### config.mk
export PLATFORM = sky130hd
export DESIGN_NAME = mux_rr_arbiter_flat
export DESIGN_NICKNAME = d
export VERILOG_FILES = /design/src/rtl/mux_rr_arbiter_pkg.sv /design/src/rtl/mux_rr_arbiter_if.sv /design/src/rtl/mux_rr_arbiter_pick.sv /design/src/rtl/mux_rr_arbiter.sv /design/src/flat_wrapper.sv
export SDC_FILE = /design/constraint.sdc
export NUM_CORES = 1
export LEC_CHECK = 0
export BUFFER_PORTS_ARGS = -buffer_cell sky130_fd_sc_hd__buf_2
export CAP_MARGIN = 20
export CORE_UTILIZATION = 45
export DETAILED_ROUTE_END_ITERATION = 10
export HOLD_SLACK_MARGIN = 0.02
export PLACE_DENSITY_LB_ADDON = 0.05
export REMOVE_ABC_BUFFERS = 1
export SYNTH_ARGS = -nofsm -noshare
export SYNTH_HDL_FRONTEND = slang
export SYNTH_SLANG_ARGS = --single-unit
### constraint.sdc
create_clock -name clk -period 4.14 [get_ports clk]
set_clock_uncertainty 0.15 [all_clocks]
set_input_delay 0.828 -clock clk [delete_from_list [all_inputs] [get_ports clk]]
set_output_delay 0.828 -clock clk [all_outputs]
set_load 0.03 [all_outputs]
### src/rtl/mux_rr_arbiter_pkg.sv
// Shared types and constants for the round-robin mux arbiter.
package mux_arb_pkg;

    localparam int unsigned N_REQ          = 8;
    localparam int unsigned SEL_W          = 3;
    localparam int unsigned MAX_HOLD_LIMIT = 15;

    typedef enum logic [0:0] {IDLE, GRANT} arb_state_t;

    function automatic logic [N_REQ-1:0] idx_to_onehot(logic [SEL_W-1:0] idx);
        logic [N_REQ-1:0] v;
        v      = '0;
        v[idx] = 1'b1;
        return v;
    endfunction

endpackage

### src/rtl/mux_rr_arbiter_if.sv
// Request/grant bundle between requesters and the mux arbiter.
interface mux_rr_arbiter_if;
    import mux_arb_pkg::*;

    logic             en;
    logic [N_REQ-1:0] req;
    logic [N_REQ-1:0] gnt;
    logic [SEL_W-1:0] sel;
    logic             sel_valid;
    logic             busy;

    modport master (output en, req, input gnt, sel, sel_valid, busy);
    modport slave  (input en, req, output gnt, sel, sel_valid, busy);

endinterface

### src/rtl/mux_rr_arbiter_pick.sv
// Rotating-priority picker: first set request at or after ptr, wrapping 7->0.
module rr_pick8
    import mux_arb_pkg::*;
(
    input  logic [N_REQ-1:0] req,
    input  logic [SEL_W-1:0] ptr,
    output logic [SEL_W-1:0] idx,
    output logic             found
);

    logic [SEL_W-1:0] j;

    // Scan from farthest to nearest so the nearest hit is the last write.
    always_comb begin
        idx   = '0;
        found = 1'b0;
        j     = '0;
        for (int i = N_REQ - 1; i >= 0; i--) begin
            j = ptr + SEL_W'(i);
            if (req[j]) begin
                idx   = j;
                found = 1'b1;
            end
        end
    end

endmodule

### src/rtl/mux_rr_arbiter.sv
// Round-robin arbiter driving the select of an external 8:1 mux, with bounded hold time.
module mux_rr_arbiter
    import mux_arb_pkg::*;
#(
    parameter int unsigned MAX_HOLD = 4
) (
    input  logic             clk,
    input  logic             rst_n,
    mux_rr_arbiter_if.slave  bus
);

    if (MAX_HOLD < 1 || MAX_HOLD > MAX_HOLD_LIMIT) begin : g_bad_hold
        $error("mux_rr_arbiter: MAX_HOLD must be within 1..15");
    end

    localparam logic [3:0] HOLD = 4'(MAX_HOLD);

    arb_state_t       state_q, state_d;
    logic [SEL_W-1:0] ptr_q, ptr_d;
    logic [3:0]       cnt_q, cnt_d;
    logic [N_REQ-1:0] gnt_q, gnt_d;
    logic [SEL_W-1:0] sel_q, sel_d;

    logic             rel;
    logic [SEL_W-1:0] pick_ptr;
    logic [SEL_W-1:0] win_idx;
    logic             win_found;

    assign rel      = (state_q == GRANT) && (!bus.req[sel_q] || cnt_q == HOLD);
    // On release the picker already sees the advanced pointer, so there is no bubble.
    assign pick_ptr = rel ? sel_q + 3'd1 : ptr_q;

    rr_pick8 u_pick (
        .req   (bus.req),
        .ptr   (pick_ptr),
        .idx   (win_idx),
        .found (win_found)
    );

    always_comb begin
        state_d = state_q;
        ptr_d   = ptr_q;
        cnt_d   = cnt_q;
        gnt_d   = gnt_q;
        sel_d   = sel_q;
        unique case (state_q)
            IDLE: begin
                if (bus.en && win_found) begin
                    state_d = GRANT;
                    gnt_d   = idx_to_onehot(win_idx);
                    sel_d   = win_idx;
                    cnt_d   = 4'd1;
                end
            end
            GRANT: begin
                if (rel) begin
                    ptr_d = pick_ptr;
                    if (bus.en && win_found) begin
                        gnt_d = idx_to_onehot(win_idx);
                        sel_d = win_idx;
                        cnt_d = 4'd1;
                    end else begin
                        state_d = IDLE;
                        gnt_d   = '0;
                        sel_d   = '0;
                        cnt_d   = 4'd0;
                    end
                end else begin
                    cnt_d = cnt_q + 4'd1;
                end
            end
            default: state_d = IDLE;
        endcase
    end

    always_ff @(posedge clk or negedge rst_n) begin
        if (!rst_n) begin
            state_q <= IDLE;
            ptr_q   <= '0;
            cnt_q   <= '0;
            gnt_q   <= '0;
            sel_q   <= '0;
        end else begin
            state_q <= state_d;
            ptr_q   <= ptr_d;
            cnt_q   <= cnt_d;
            gnt_q   <= gnt_d;
            sel_q   <= sel_d;
        end
    end

    assign bus.gnt       = gnt_q;
    assign bus.sel       = sel_q;
    assign bus.sel_valid = |gnt_q;
    assign bus.busy      = (state_q == GRANT);

endmodule
### src/flat_wrapper.sv
// flat-port wrapper written by rule: the top's interface ports become plain ports
module mux_rr_arbiter_flat import mux_arb_pkg::*;
#(
    parameter int unsigned MAX_HOLD = 4
)
  (clk, rst_n, bus_en, bus_req, bus_gnt, bus_sel, bus_sel_valid, bus_busy);
  mux_rr_arbiter_if bus_i ();
  input  logic clk;
  input  logic rst_n;
  input wire logic [$bits(bus_i.en)-1:0] bus_en;
  input wire logic [$bits(bus_i.req)-1:0] bus_req;
  output wire logic [$bits(bus_i.gnt)-1:0] bus_gnt;
  output wire logic [$bits(bus_i.sel)-1:0] bus_sel;
  output wire logic [$bits(bus_i.sel_valid)-1:0] bus_sel_valid;
  output wire logic [$bits(bus_i.busy)-1:0] bus_busy;
  assign bus_i.en = bus_en;
  assign bus_i.req = bus_req;
  assign bus_gnt = bus_i.gnt;
  assign bus_sel = bus_i.sel;
  assign bus_sel_valid = bus_i.sel_valid;
  assign bus_busy = bus_i.busy;
  mux_rr_arbiter #(.MAX_HOLD(MAX_HOLD)) u_core (.clk(clk), .rst_n(rst_n), .bus(bus_i));
endmodule
==> report_table.html, run 1 <==
<table>
<tr><th>Metric</th><th>Value</th></tr>
<tr><th colspan="2">Floorplanning</th></tr>
<tr><td>Initial cell density of the core</td><td>0.4856</td></tr>
<tr><td>Row count</td><td>24</td></tr>
<tr><td>Area of the core</td><td>4504 um2</td></tr>
<tr><td>Height of the die</td><td>71.72 um</td></tr>
<tr><td>Number of primary I/O pins</td><td>24</td></tr>
<tr><td>Die X-Extent</td><td>71.72 um</td></tr>
<tr><td>Die Area</td><td>5143 um2</td></tr>
<tr><th colspan="2">Worst setup path</th></tr>
<tr><td>Required time of the critical path</td><td>4.14 ns</td></tr>
<tr><td>Ordered list of cells on the worst path</td><td>buf_2 &gt; mux2_4 &gt; a32o_2 &gt; o211ai_1 &gt; o211ai_1 &gt; ha_2 &gt; buf_6 &gt; nor2b_1 &gt; mux2_2 &gt; buf_4 &gt; nor4_2 &gt; a211oi_2 &gt; nor3b_4 &gt; a21o_1 &gt; a22o_1</td></tr>
<tr><td>Largest stage delay on the critical path</td><td>0.43 ns</td></tr>
<tr><td>Critical R2R Launch</td><td>u_core.bus.sel[0]</td></tr>
<tr><td>Number of cells on the worst reg-to-reg path</td><td>14</td></tr>
<tr><td>Critical Path AT</td><td>4.07 ns</td></tr>
<tr><td>Crit path top cell by count</td><td>o211ai_1</td></tr>
<tr><td>Critical path startpoint category</td><td>input pin</td></tr>
<tr><td>Crit Reg-Reg Endpoint</td><td>u_core.bus.gnt[1]</td></tr>
<tr><td>Setup CP Type</td><td>input pin to flip-flop</td></tr>
<tr><td>Worst-path cell with the longest stage delay</td><td>ha_2</td></tr>
<tr><td>Critical Path Fanout Max</td><td>5</td></tr>
<tr><td>Kind of end point of the critical path</td><td>flip-flop</td></tr>
<tr><td>R2R setup slack</td><td>0.17 ns</td></tr>
<tr><th colspan="2">Synth</th></tr>
<tr><td>Synth Area in Adders</td><td>0.02288</td></tr>
<tr><td>Ys flop type</td><td>dfrtp_1</td></tr>
<tr><td>Cell area after technology mapping</td><td>2187 um2</td></tr>
<tr><td>Yosys top cell by area</td><td>dfrtp_1</td></tr>
<tr><td>Seq cells post-synth</td><td>19</td></tr>
<tr><td>Synthesized-area fraction occupied by ao, oa, aoi and oai cells</td><td>0.3289</td></tr>
<tr><td>Largest family of logic cells by synthesized area</td><td>compound AO/OA/AOI/OAI gates</td></tr>
<tr><td>Average footprint of a synthesized cell</td><td>8.011 um2</td></tr>
<tr><td>Number of distinct library cells after synthesis</td><td>64</td></tr>
<tr><td>Number of synthesized flops with an enable pin</td><td>0</td></tr>
<tr><td>Largest cells by area after synthesis</td><td>dfrtp_1 22%, mux2i_1 11%, nand2_1 5.1%, o21ai_0 5.0%, mux2_2 3.6%</td></tr>
<tr><td>Ranking of synthesized cells by instance count</td><td>30 x nand2_1, 24 x mux2i_1, 22 x o21ai_0, 19 x dfrtp_1, 19 x nor2_1</td></tr>
<tr><td>Share of synthesized area occupied by flip-flops and latches</td><td>0.2174</td></tr>
<tr><td>Cells after synthesis</td><td>273</td></tr>
<tr><td>Xor-xnor portion of the synthesized cell area</td><td>0.03204</td></tr>
<tr><td>Yosys warnings</td><td>0</td></tr>
<tr><td>Post-Synth Simple-Gate Area</td><td>0.1922</td></tr>
<tr><td>Fraction of synthesis flops using an asynchronous set or reset pin</td><td>1.000</td></tr>
<tr><td>Share of cell area taken by muxes after synthesis</td><td>0.1579</td></tr>
<tr><td>Portion of synthesized cell area occupied by the leading cell type</td><td>0.2174</td></tr>
<tr><td>Dominant cell by count in the synthesized netlist</td><td>nand2_1</td></tr>
<tr><th colspan="2">STA</th></tr>
<tr><td>Tightest hold margin</td><td>0.3420 ns</td></tr>
<tr><td>Relative slew margins</td><td>0.7183</td></tr>
<tr><td>Slack of the critical path</td><td>0.06945 ns</td></tr>
<tr><td>Worst Tran Pin Value</td><td>0.4144 ns</td></tr>
<tr><td>Final Slew Violations</td><td>0</td></tr>
<tr><td>Final total negative setup slack</td><td>0 ns</td></tr>
<tr><td>Time the final worst path needs with I/O delays and setup</td><td>4.071 ns</td></tr>
<tr><td>Hold Fails Final Rpt</td><td>0</td></tr>
<tr><td>Number of setup violations in the final report</td><td>0</td></tr>
<tr><td>Achievable Freq</td><td>0.2457 GHz</td></tr>
<tr><td>Share of the clock period used by the worst path after layout</td><td>0.9832</td></tr>
<tr><th colspan="2">Status</th></tr>
<tr><td>Result of the run</td><td>completed</td></tr>
<tr><th colspan="2">GRT</th></tr>
<tr><td>Total GRT Usage</td><td>0.2608</td></tr>
<tr><td>Global-route wire length before repair</td><td>10.81 mm</td></tr>
<tr><td>Number of antenna violations at the first check in global routing</td><td>0</td></tr>
<tr><td>Via count of the first global-routing pass</td><td>2327</td></tr>
<tr><td>Pin count of the biggest net entering global routing</td><td>20</td></tr>
<tr><td>Total gr overflow</td><td>0</td></tr>
<tr><th colspan="2">Layout</th></tr>
<tr><td>Net total in the final layout</td><td>374</td></tr>
<tr><td>Design area</td><td>3059 um2</td></tr>
<tr><td>Area Overhead vs Synth</td><td>39.87%</td></tr>
<tr><td>Fill count</td><td>370</td></tr>
<tr><td>Footprint of the flip-flops and latches</td><td>475.5 um2</td></tr>
<tr><td>Multi-input logic area</td><td>1772 um2</td></tr>
<tr><td>Share of cells above drive strength 1</td><td>0.4022</td></tr>
<tr><td>ANT cells</td><td>0</td></tr>
<tr><th colspan="2">Detailed routing</th></tr>
<tr><td>Number of DRC violations after detailed routing</td><td>0</td></tr>
<tr><td>Routed vias</td><td>2490</td></tr>
<tr><td>Ratio of routed vias to standard cells</td><td>6.073</td></tr>
<tr><td>Total Wirelength</td><td>6.862 mm</td></tr>
<tr><td>DRT iter0 DRCs</td><td>155</td></tr>
<tr><td>Detail-routed net length per standard cell</td><td>16.74 um</td></tr>
<tr><td>Detail Route Antenna Nets</td><td>0</td></tr>
<tr><td>First-pass iteration count of the detailed router</td><td>5</td></tr>
<tr><th colspan="2">Flow run</th></tr>
<tr><td>Max Cap Violations</td><td>0</td></tr>
<tr><th colspan="2">Place</th></tr>
<tr><td>Routability congestion estimate</td><td>0.9523</td></tr>
<tr><td>Count of input and output buffers</td><td>23</td></tr>
<tr><td>Final HPWL from detailed placement</td><td>4.920 mm</td></tr>
<tr><td>Worst-case setup slack after placement</td><td>-0.3894 ns</td></tr>
<tr><td>Placement-stage cell area</td><td>2805 um2</td></tr>
<tr><th colspan="2">Clock network</th></tr>
<tr><td>Clock network latency to the later pin of the worst-skew pair</td><td>0.26 ns</td></tr>
<tr><td>Clock root buffer</td><td>clkbuf_8</td></tr>
<tr><td>Number of sinks on the clock net</td><td>19</td></tr>
<tr><td>TritonCTS clock tree</td><td>yes</td></tr>
<tr><td>CTS Buf Count</td><td>3</td></tr>
<tr><td>H-tree lvl count</td><td>1</td></tr>
<tr><td>Clock-pin slew on the worst setup and hold paths</td><td>0.07 ns</td></tr>
<tr><td>Max Root-Sink Buffers</td><td>2</td></tr>
<tr><th colspan="2">Hold path</th></tr>
<tr><td>Kind of path behind the tightest hold check</td><td>flip-flop to flip-flop</td></tr>
<tr><td>Hold Crit Endpoint</td><td>u_core.cnt_q[3]</td></tr>
<tr><td>Hold Path Stages</td><td>1</td></tr>
<tr><td>Source of the worst hold timing path</td><td>u_core.cnt_q[3]</td></tr>
</table>
## critical path: cells and delay by family
family / cells / cell delay (ns)
compound gates: 6 / 1.28
simple gates: 3 / 0.59
mux: 2 / 0.55
fa+ha+maj: 1 / 0.43
buf+inv: 3 / 0.39
## worst max path at each step
stage                 startpoint           endpoint  slack (ns)  depth (start not counted)
5_1_grt               bus_req[4]  u_core.bus.gnt[2]       -0.05                         15
2_1_floorplan  u_core.bus.sel[0]  u_core.bus.sel[0]       -0.60                         12
3_3_place_gp          bus_req[6]  u_core.bus.gnt[5]       -0.40                         16
4_1_cts               bus_req[5]  u_core.bus.gnt[4]        0.02                         16
6_report              bus_req[6]  u_core.bus.gnt[1]        0.07                         15
3_5_place_dp          bus_req[5]  u_core.bus.gnt[4]       -0.39                         16
## kinds of logic after synthesis
kind of cell | Yosys count
AOI/OAI and AO/OA | 98
xor gates and xnor gates | 8
adders and majority gates | 4
buffers and inverters | 24
DFF | 19
muxes | 33
and+or+nand+nor | 87
## sequential cells by signal, summed over array words and instances (netlist names)
register / count
u_core.bus.busy: 1
u_core.bus.gnt: 8
u_core.cnt_q: 4
u_core.ptr_q: 3
u_core.bus.sel: 3
## stage by stage
stage | cells | utilization
global route | 410 | 0.6792
detailed placement | 402 | 0.6228
floorplan | 260 | -
CTS | 406 | 0.6336
finish | 410 | 0.6792
global placement | 402 | 0.6228
## cell type report
class | count | area share
Sequential cell | 19 | 0.1554
Inverter | 11 | 0.01350
Timing Repair Buffer | 94 | 0.2155
Multi-Input combinational cell | 230 | 0.5791
Tap cell | 52 | 0.02127
Clock inverter | 1 | 0.001636
Clock buffer | 3 | 0.01350
## repair_timing
item / CTS / global route
resized for setup: 2 / 40
setup endpoints to repair: 9 / 15
hold buffers: 0 / 0
pin swaps: 0 / 17
setup buffers: 0 / 4
## per-layer routing
metal	wire [um]	track usage
met1	3080	0.3685
met2	3368	0.4340
met3	350	0.03516
met4	62	0.03704
met5	0	0
## cell usage in the layout, fill, tap and decap left out, drive strengths merged, types with 8 or more instances in the layout
cell type and count:
a22oi 8, mux2i 24, mux2 9, inv 10
o211ai 11, o21ai 29, nand2 30, buf 94
nor2 19, dfrtp 19
Power of run 1 is not shown: default switching activity piles up to over one toggle a cycle in this logic, so the estimate is an artifact.
==> inputs of run 2 (changes only) <==
Settings changed: CAP_MARGIN 20 to 30, CELL_PAD_IN_SITES_DETAIL_PLACEMENT set to 1, CELL_PAD_IN_SITES_GLOBAL_PLACEMENT set to 1, CORE_MARGIN set to 3, CORE_UTILIZATION 45 to 40.
==> run 2 against run 1 <==
Compared with the run above:
- die area increased by 24%
- final area increased by 6.3%
- critical path type unchanged
- critical path depth is 3 higher
- first-iteration DRC count down 35%
- worst hold slack improved by 0.0028 ns
- non-clock buffer count increased by 13
==> report_table.html, run 2 (synthesis gave the netlist of run 1 again) <==
<table>
<tr><th>Metric</th><th>Value</th></tr>
<tr><th colspan="2">Status</th></tr>
<tr><td>Result of the run</td><td>completed</td></tr>
<tr><th colspan="2">Layout</th></tr>
<tr><td>Area Overhead vs Synth</td><td>48.63%</td></tr>
<tr><td>Footprint of the flip-flops and latches</td><td>475.5 um2 (unchanged)</td></tr>
<tr><td>Leading cell types in the layout, fill and taps excluded</td><td>82 x buf_4, 30 x nand2_1, 23 x mux2i_1</td></tr>
<tr><td>Max FFs per register</td><td>8 (unchanged)</td></tr>
<tr><td>Most frequent standard cell in the layout excluding fill and tap cells</td><td>buf_4</td></tr>
<tr><td>Fill count</td><td>645 (+74%)</td></tr>
<tr><td>Final Instance Count excl. Fillers</td><td>441 (+7.6%)</td></tr>
<tr><td>Net total in the final layout</td><td>387 (+3.5%)</td></tr>
<tr><td>Multi-input logic area</td><td>1827 um2 (+3.1%)</td></tr>
<tr><td>Share of cells above drive strength 1</td><td>0.4367 (+0.03442)</td></tr>
<tr><td>ANT cells</td><td>0 (unchanged)</td></tr>
<tr><th colspan="2">Worst setup path</th></tr>
<tr><td>Worst-path cell with the longest stage delay</td><td>nor3b_2</td></tr>
<tr><td>Critical Path Fanout Max</td><td>10 (+5)</td></tr>
<tr><td>Critical path startpoint category</td><td>input pin</td></tr>
<tr><td>Critical Path AT</td><td>4.14 ns (+0.07 ns)</td></tr>
<tr><td>Setup CP Type</td><td>input pin to flip-flop</td></tr>
<tr><td>Delay-heaviest family, CP</td><td>compound AO/OA/AOI/OAI gates</td></tr>
<tr><td>Required time of the critical path</td><td>4.18 ns (+0.04 ns)</td></tr>
<tr><td>Count of buffering cells on the critical path with inverters included</td><td>6 (+3)</td></tr>
<tr><td>Largest stage delay on the critical path</td><td>0.29 ns (-0.14 ns)</td></tr>
<tr><td>R2R setup slack</td><td>0.17 ns (about the same)</td></tr>
<tr><td>Ordered list of cells on the worst path</td><td>buf_2 &gt; mux2_4 &gt; a32o_2 &gt; buf_4 &gt; or2_4 &gt; o211ai_1 &gt; buf_4 &gt; buf_4 &gt; mux2i_1 &gt; buf_4 &gt; o21ba_2 &gt; o221a_2 &gt; nand4_1 &gt; o211ai_1 &gt; nor3b_2 &gt; buf_4 &gt; nand2b_4 &gt; o21ai_2</td></tr>
<tr><td>Crit path top cell by count</td><td>buf_4</td></tr>
<tr><td>Kind of end point of the critical path</td><td>flip-flop</td></tr>
<tr><th colspan="2">Clock network</th></tr>
<tr><td>Clock-pin slew on the worst setup and hold paths</td><td>0.07 ns (about the same)</td></tr>
<tr><td>CTS Buf Count</td><td>3 (unchanged)</td></tr>
<tr><td>H-tree lvl count</td><td>1 (unchanged)</td></tr>
<tr><td>Clock root buffer</td><td>clkbuf_8</td></tr>
<tr><td>TritonCTS clock tree</td><td>yes</td></tr>
<tr><td>Max Root-Sink Buffers</td><td>2 (unchanged)</td></tr>
<tr><td>Clock network latency to the later pin of the worst-skew pair</td><td>0.26 ns (about the same)</td></tr>
<tr><td>Number of sinks on the clock net</td><td>19 (unchanged)</td></tr>
<tr><th colspan="2">GRT</th></tr>
<tr><td>Via count of the first global-routing pass</td><td>2596 (+12%)</td></tr>
<tr><td>Number of antenna violations at the first check in global routing</td><td>0 (unchanged)</td></tr>
<tr><td>Total gr overflow</td><td>0 (unchanged)</td></tr>
<tr><td>Pin count of the biggest net entering global routing</td><td>20 (unchanged)</td></tr>
<tr><td>Global-route wire length before repair</td><td>12.81 mm (+19%)</td></tr>
<tr><td>Total GRT Usage</td><td>0.2482 (-0.01252)</td></tr>
<tr><th colspan="2">STA</th></tr>
<tr><td>Relative slew margins</td><td>0.6704 (-0.04782)</td></tr>
<tr><td>Share of the clock period used by the worst path after layout</td><td>0.9891 (+0.005848)</td></tr>
<tr><td>Hold Fails Final Rpt</td><td>0 (unchanged)</td></tr>
<tr><td>Unrepaired setup endpoints after global routing</td><td>yes</td></tr>
<tr><td>Achievable Freq</td><td>0.2442 GHz (-0.59%)</td></tr>
<tr><td>Slack of the critical path</td><td>0.04524 ns (-0.02421 ns)</td></tr>
<tr><td>Final Slew Violations</td><td>0 (unchanged)</td></tr>
<tr><td>Number of setup violations in the final report</td><td>0 (unchanged)</td></tr>
<tr><td>Worst Tran Pin Value</td><td>0.4943 ns (+0.07993 ns)</td></tr>
<tr><td>Time the final worst path needs with I/O delays and setup</td><td>4.095 ns (+0.02421 ns)</td></tr>
<tr><th colspan="2">Floorplanning</th></tr>
<tr><td>Die Area</td><td>6391 um2 (+24%)</td></tr>
<tr><td>Number of primary I/O pins</td><td>24 (unchanged)</td></tr>
<tr><td>Height of the die</td><td>79.95 um (+11%)</td></tr>
<tr><td>Row count</td><td>26 (+8.3%)</td></tr>
<tr><td>Area of the core</td><td>5205 um2 (+16%)</td></tr>
<tr><td>Initial cell density of the core</td><td>0.4202 (-0.06536)</td></tr>
<tr><td>Die X-Extent</td><td>79.95 um (+11%)</td></tr>
<tr><th colspan="2">Detailed routing</th></tr>
<tr><td>First-pass iteration count of the detailed router</td><td>4 (-1)</td></tr>
<tr><td>Ratio of routed vias to standard cells</td><td>6.109 (+0.59%)</td></tr>
<tr><td>Routed vias</td><td>2694 (+8.2%)</td></tr>
<tr><td>Total Wirelength</td><td>8.635 mm (+26%)</td></tr>
<tr><td>DRT iter0 DRCs</td><td>101 (-35%)</td></tr>
<tr><td>Detail-routed net length per standard cell</td><td>19.58 um (+17%)</td></tr>
<tr><td>Detail Route Antenna Nets</td><td>0 (unchanged)</td></tr>
<tr><td>Number of DRC violations after detailed routing</td><td>0 (unchanged)</td></tr>
<tr><th colspan="2">Place</th></tr>
<tr><td>Routability congestion estimate</td><td>0.9184 (-3.6%)</td></tr>
<tr><td>Final HPWL from detailed placement</td><td>6.038 mm (+23%)</td></tr>
<tr><td>Dpl cells</td><td>426 (+6.0%)</td></tr>
<tr><td>Worst-case setup slack after placement</td><td>-0.3969 ns (-0.007531 ns)</td></tr>
<tr><td>Count of input and output buffers</td><td>23 (unchanged)</td></tr>
<tr><th colspan="2">Flow run</th></tr>
<tr><td>Max Cap Violations</td><td>0 (unchanged)</td></tr>
<tr><th colspan="2">Hold path</th></tr>
<tr><td>Kind of path behind the tightest hold check</td><td>input pin to async pin</td></tr>
</table>
-- run 2: final timing paths --
kind,from,end,cells after the start
min in group clk,u_core.bus.gnt[5],u_core.bus.gnt[5],2
worst min register to register,u_core.bus.gnt[5],u_core.bus.gnt[5],2
worst min-delay path,rst_n,u_core.bus.busy,1
max in group asynchronous,rst_n,u_core.ptr_q[2],1
worst max register to register,u_core.bus.sel[0],u_core.bus.gnt[4],17
worst max-delay path,bus_req[7],u_core.bus.gnt[4],18
-- run 2: metal layers --
layer  track usage  vias to the layer above  routed length [um]
met3       0.03837                       22                 321
met4       0.04899                        0                 180
li1              -                     1241                   -
met2        0.4346                       73                4390
met1        0.3212                     1358                3743
met5             0                        -                   0
-- run 2: area by class of cell --
class,count,share of cell area
Sequential cell,19,0.1463
Inverter,11,0.01347
Timing Repair Buffer,107,0.2375
Clock buffer,4,0.01386
Tap cell,70,0.02694
Multi-Input combinational cell,230,0.5620
-- run 2: per-stage QoR --
stage	instance area, um2	utilization	hold slack (ns)	setup TNS (ns)
after floorplan	2122	-	0.3009	-6.403
after global placement	2873	0.5519	0.3275	-3.444
after detailed placement	2873	0.5519	0.3481	-4.251
after CTS	2997	0.5757	0.3593	0
after global routing	3251	0.6245	0.3768	-0.3832
final	3251	0.6245	0.3448	0
-- run 2: what timing repair did --
action | CTS | global route
hold buffers | 0 | 0
buffers inserted | 1 | 10
setup endpoints to repair | 10 | 15
pin swaps | 3 | 27
gates resized for setup | 15 | 36
-- run 2: worst register-to-register path: cells and delay by family (launching register included) --
| kind | cells | cell delay (ns) |
|---|---|---|
| multiplexers | 2 | 0.44 |
| AND/OR/NAND/NOR | 4 | 0.75 |
| AO/OA/AOI/OAI | 6 | 1.30 |
| flip-flops | 1 | 0.48 |
| buffers and inverters | 5 | 0.81 |
Power of run 2 is left out for the same reason.
